$ cat src/rtl/shift_reg_ctrl.sv
// shift_reg_ctrl: job sequencer for the 8-bit shift_reg datapath.
// Accepts a one-cycle request (word, direction, count), parallel-loads the
// word into shift_reg, issues `count` shift commands, then captures the
// shifted word and pulses done.
// Optional build macro SHIFT_CTRL_ABORT_EN adds an `abort` input that
// cancels a job in LOAD or SHIFT without producing done.
module shift_reg_ctrl #(
    parameter int WIDTH = 8,
    parameter int CNT_W = 4
) (
    input  logic             clk,
    input  logic             reset,
    input  logic             start,
    input  logic             dir,
    input  logic [CNT_W-1:0] count,
    input  logic [WIDTH-1:0] word_in,
    input  logic [WIDTH-1:0] sr_data_out,
`ifdef SHIFT_CTRL_ABORT_EN
    input  logic             abort,
`endif
    output logic [1:0]       sr_load,
    output logic [WIDTH-1:0] sr_data_in,
    output logic             busy,
    output logic             done,
    output logic [WIDTH-1:0] result
);

    typedef enum logic [1:0] {
        IDLE    = 2'd0,
        LOAD    = 2'd1,
        SHIFT   = 2'd2,
        CAPTURE = 2'd3
    } state_t;

    localparam logic [1:0] MODE_HOLD  = 2'd0;
    localparam logic [1:0] MODE_LOAD  = 2'd1;
    localparam logic [1:0] MODE_RIGHT = 2'd2;
    localparam logic [1:0] MODE_LEFT  = 2'd3;

    state_t           state;
    state_t           state_nxt;
    logic [WIDTH-1:0] word_q;
    logic             dir_q;
    logic [CNT_W-1:0] count_q;
    logic [CNT_W-1:0] remaining;
    logic             abort_hit;
    logic             accept;

`ifdef SHIFT_CTRL_ABORT_EN
    assign abort_hit = abort;
`else
    assign abort_hit = 1'b0;
`endif

    // A request is only taken while idle; starts during a job are dropped.
    assign accept = (state == IDLE) && start;

    // State register.
    always_ff @(posedge clk or negedge reset) begin
        if (!reset) begin
            state <= IDLE;
        end else begin
            state <= state_nxt;
        end
    end

    // Next-state logic; abort only has effect in LOAD and SHIFT.
    always_comb begin
        state_nxt = state;
        case (state)
            IDLE: begin
                if (start) begin
                    state_nxt = LOAD;
                end
            end
            LOAD: begin
                if (abort_hit) begin
                    state_nxt = IDLE;
                end else if (count_q == '0) begin
                    state_nxt = CAPTURE;
                end else begin
                    state_nxt = SHIFT;
                end
            end
            SHIFT: begin
                if (abort_hit) begin
                    state_nxt = IDLE;
                end else if (remaining == CNT_W'(1)) begin
                    state_nxt = CAPTURE;
                end
            end
            CAPTURE: begin
                state_nxt = IDLE;
            end
            default: begin
                state_nxt = IDLE;
            end
        endcase
    end

    // Moore outputs decoded from the registered state only.
    always_comb begin
        sr_load = MODE_HOLD;
        busy    = 1'b0;
        case (state)
            LOAD: begin
                sr_load = MODE_LOAD;
                busy    = 1'b1;
            end
            SHIFT: begin
                sr_load = dir_q ? MODE_LEFT : MODE_RIGHT;
                busy    = 1'b1;
            end
            CAPTURE: begin
                busy    = 1'b1;
            end
            default: begin
                sr_load = MODE_HOLD;
                busy    = 1'b0;
            end
        endcase
    end

    // Job fields latched on an accepted start; the word register feeds
    // sr_data_in directly so it changes exactly as LOAD begins.
    always_ff @(posedge clk or negedge reset) begin
        if (!reset) begin
            word_q  <= '0;
            dir_q   <= 1'b0;
            count_q <= '0;
        end else if (accept) begin
            word_q  <= word_in;
            dir_q   <= dir;
            count_q <= count;
        end
    end

    assign sr_data_in = word_q;

    // Shift down-counter: armed in LOAD, decremented per SHIFT edge; SHIFT
    // is left at remaining==1 so the counter never wraps.
    always_ff @(posedge clk or negedge reset) begin
        if (!reset) begin
            remaining <= '0;
        end else if (state == LOAD) begin
            remaining <= abort_hit ? '0 : count_q;
        end else if (state == SHIFT) begin
            remaining <= abort_hit ? '0 : (remaining - CNT_W'(1));
        end
    end

    // Capture the shifted word and pulse done on the edge leaving CAPTURE.
    always_ff @(posedge clk or negedge reset) begin
        if (!reset) begin
            result <= '0;
            done   <= 1'b0;
        end else begin
            done <= (state == CAPTURE);
            if (state == CAPTURE) begin
                result <= sr_data_out;
            end
        end
    end

endmodule

$ cat config.mk
export PLATFORM = sky130hd
export DESIGN_NAME = shift_reg_ctrl
export DESIGN_NICKNAME = d
export VERILOG_FILES = /design/src/rtl/shift_reg_ctrl.sv
export SDC_FILE = /design/constraint.sdc
export NUM_CORES = 1
export LEC_CHECK = 0
export ABC_AREA = 1
export CAP_MARGIN = 20
export CORE_MARGIN = 2
export CORE_UTILIZATION = 40
export DETAILED_ROUTE_END_ITERATION = 10
export PLACE_DENSITY_LB_ADDON = 0.25
export SYNTH_ARGS = -nofsm -noshare
export SYNTH_HDL_FRONTEND = slang
export SYNTH_SLANG_ARGS = --single-unit
$ cat constraint.sdc
create_clock -name clk -period 1.55 [get_ports clk]
set_clock_uncertainty 0.2 [all_clocks]
set_input_delay 0.31 -clock clk [delete_from_list [all_inputs] [get_ports clk]]
set_output_delay 0.31 -clock clk [all_outputs]
set_load 0.1 [all_outputs]
==> flow_metrics.tcl <==
set metrics [dict create \
    fin_nets 202 \
    dr.first_iter.drc_count 44 \
    detailed_place_hpwl_mm 2.140 \
    setup_viol 25 \
    setup_slack_ps -444.5 \
    grt_pass1_wl_mm 4.892 \
    final.period_utilization_pct 128.7 \
    hold_class "in -> async" \
    rr_startpoint "state[1]" \
    area.growth.synth_to_final_pct 81.24 \
    rows 20 \
    cts_sinks 28 \
    synth_cell_types 16 \
    worstMarginPinSlew_ps 170.4 \
    ios 44 \
    clk-insertion-delay-late_ps 320 \
    wl_per_cell_um 15.12 \
    vias 1019 \
    syn-cell-area_mm2 0.001287 \
    critPathMaxFanout 3 \
    crit_type "reg -> out" \
    die_area_mm2 0.003689 \
    synth_cells 106 \
    htreeDepth 1 \
    fin_area_mm2 0.002333 \
    cts.clk_slew.worst_paths_ps 150 \
    first_pass_iters 4 \
    max_cap_viol_count 0 \
    start_util_pct 42.17 \
    cp.required_ps 1040 \
    drive_above_1_share_pct 47.34 \
    hold_buffers 0 \
    status "finished, violations left" \
    ff2ff_path_depth 7 \
    hold_viol 0 \
    avgSynthCellArea_um2 12.15 \
    seq_area_frac_synth_pct 54.42 \
    final_common_cell "dfrtp_1" \
    fp.coreArea_mm2 0.003053 \
    grt_max_degree 29 \
    ctsRootBufferMaster "clkbuf_4" \
    max_freq_mhz 501.4 \
    place.gp.congestion 0.7734 \
    ys_seq_elements 28 \
    layout_common_cells "dfrtp_1, clkdlybuf4s50_1, buf_12" \
    clockBufferDepth 2 \
    ant_nets 0 \
    violations "negative setup slack" \
    relSlewSlack_pct 88.59 \
    cp_data_arrival_time_ps 1480 \
    fin_cells 213 \
    cts_tree "yes" \
    die_h_um 60.74 \
    r2r_slack_ps -130 \
    placed_area_mm2 0.002085 \
    antenna_found_initial 0 \
    antenna_cells 0 \
    synth_warnings 0 \
    syn_nets 138 \
    start_kind "flop" \
    numPortBuffers 43 \
    finalCriticalPeriod_ps 1994 \
    wirelength_mm 3.220 \
    critPathCaptureType "output port" \
    cts_made_buffers 3 \
    setup_tns_ps -3438 \
    rsz0062_at_grt "yes" \
    maxSlewViolCount 0 \
    drc 0 \
    grt.total_usage_pct 18.16 \
    grt_pass1_vias 1064 \
    r2r-end "state[0]" \
    vias_per_cell 4.784 \
    chipWidth_um 60.74 \
    place_inst 201 \
    grt_remaining_overflow 0 \
]
## flip-flops by register name (all words and copies together) (netlist names)
register / cells
sr_data_in: 8
state: 2
remaining: 4
dir_q: 1
done: 1
count_q: 4
result: 8
## final cells by class
type / count / area (µm²)
Clock buffer: 3 / 22.52
Clock inverter: 1 / 30.03
Fill cell: 210 / 719.4
Inverter: 10 / 43.79
Multi-Input combinational cell: 66 / 630.6
Sequential cell: 28 / 701.9
Tap cell: 44 / 55.05
Timing Repair Buffer: 61 / 849.6
## repair_timing
| action | CTS | global route |
|---|---|---|
| setup buffers | 3 | 4 |
| resized for setup | 21 | 14 |
| endpoints found under the setup margin | 18 | 28 |
| endpoints found under the hold margin | 0 | 0 |
| pin swaps | 3 | 4 |
| cloned | 1 | 0 |
## cell usage after synthesis
library cell / number / share of area (%)
a21oi_1: 5 / 1.9
a22oi_1: 1 / 0.58
buf_2: 1 / 0.39
buf_6: 1 / 0.87
dfrtp_1: 28 / 54
ha_1: 8 / 7.8
inv_1: 10 / 2.9
mux2_2: 12 / 10
mux2_4: 8 / 9.3
nand2_1: 11 / 3.2
nand2_2: 1 / 0.49
nand3_1: 6 / 2.3
nor2_1: 5 / 1.5
o211ai_1: 1 / 0.58
o21ai_0: 7 / 2.7
or2_1: 1 / 0.49
## stage by stage
| step | hold WS [ps] | util, % | worst slack (ps) |
|---|---|---|---|
| after floorplan | -185.6 | - | -383.6 |
| after global placement | 292.5 | 68.28 | -94.79 |
| after detailed placement | 315.0 | 68.28 | -114.8 |
| after CTS | 127.6 | 74.14 | -453.6 |
| after global routing | 113.8 | 76.43 | -509.0 |
| final | 127.8 | 76.43 | -444.5 |
## worst max-delay path, cell delays in order (launching register included)
cell and delay (ps):
dfrtp_1 430, inv_2 90, ha_4 280, inv_2 40, a21oi_4 120, buf_12 190
## layer usage
| layer | vias to the layer above | global-route usage [%] | wire (µm) |
|---|---|---|---|
| met2 | 40 | 31.95 | 1726 |
| met4 | 0 | 7.453 | 42 |
| li1 | 484 | - | - |
| met1 | 491 | 22.18 | 1272 |
| met3 | 4 | 2.772 | 178 |
| met5 | - | 0 | 0 |
## worst max-delay path by stage
stage,startpoint,end,slack (ps),cells past startpoint
CTS,state[1],sr_load[0],-450,5
global route,state[1],sr_load[0],-510,5
global placement,start,sr_data_in[6],-90,4
finish,state[1],sr_load[0],-440,5
floorplan,state[1],state[0],-380,6
detailed placement,start,sr_data_in[6],-110,4
## cells by family (layout without fill, tap and decap cells)
| family | count (synthesis) | count (layout) | synth area share [%] |
|---|---|---|---|
| AO/OA/AOI/OAI | 14 | 14 | 5.831 |
| adder cells (fa/ha/maj) | 8 | 8 | 7.775 |
| buffers and inverters | 12 | 75 | 4.179 |
| flip-flops | 28 | 28 | 54.42 |
| multiplexers | 20 | 20 | 19.83 |
| AND/OR/NAND/NOR | 24 | 24 | 7.970 |
Power is left out: the tool's default activity adds up to more than one toggle a clock period on the data nets, which glitch-free logic cannot reach.
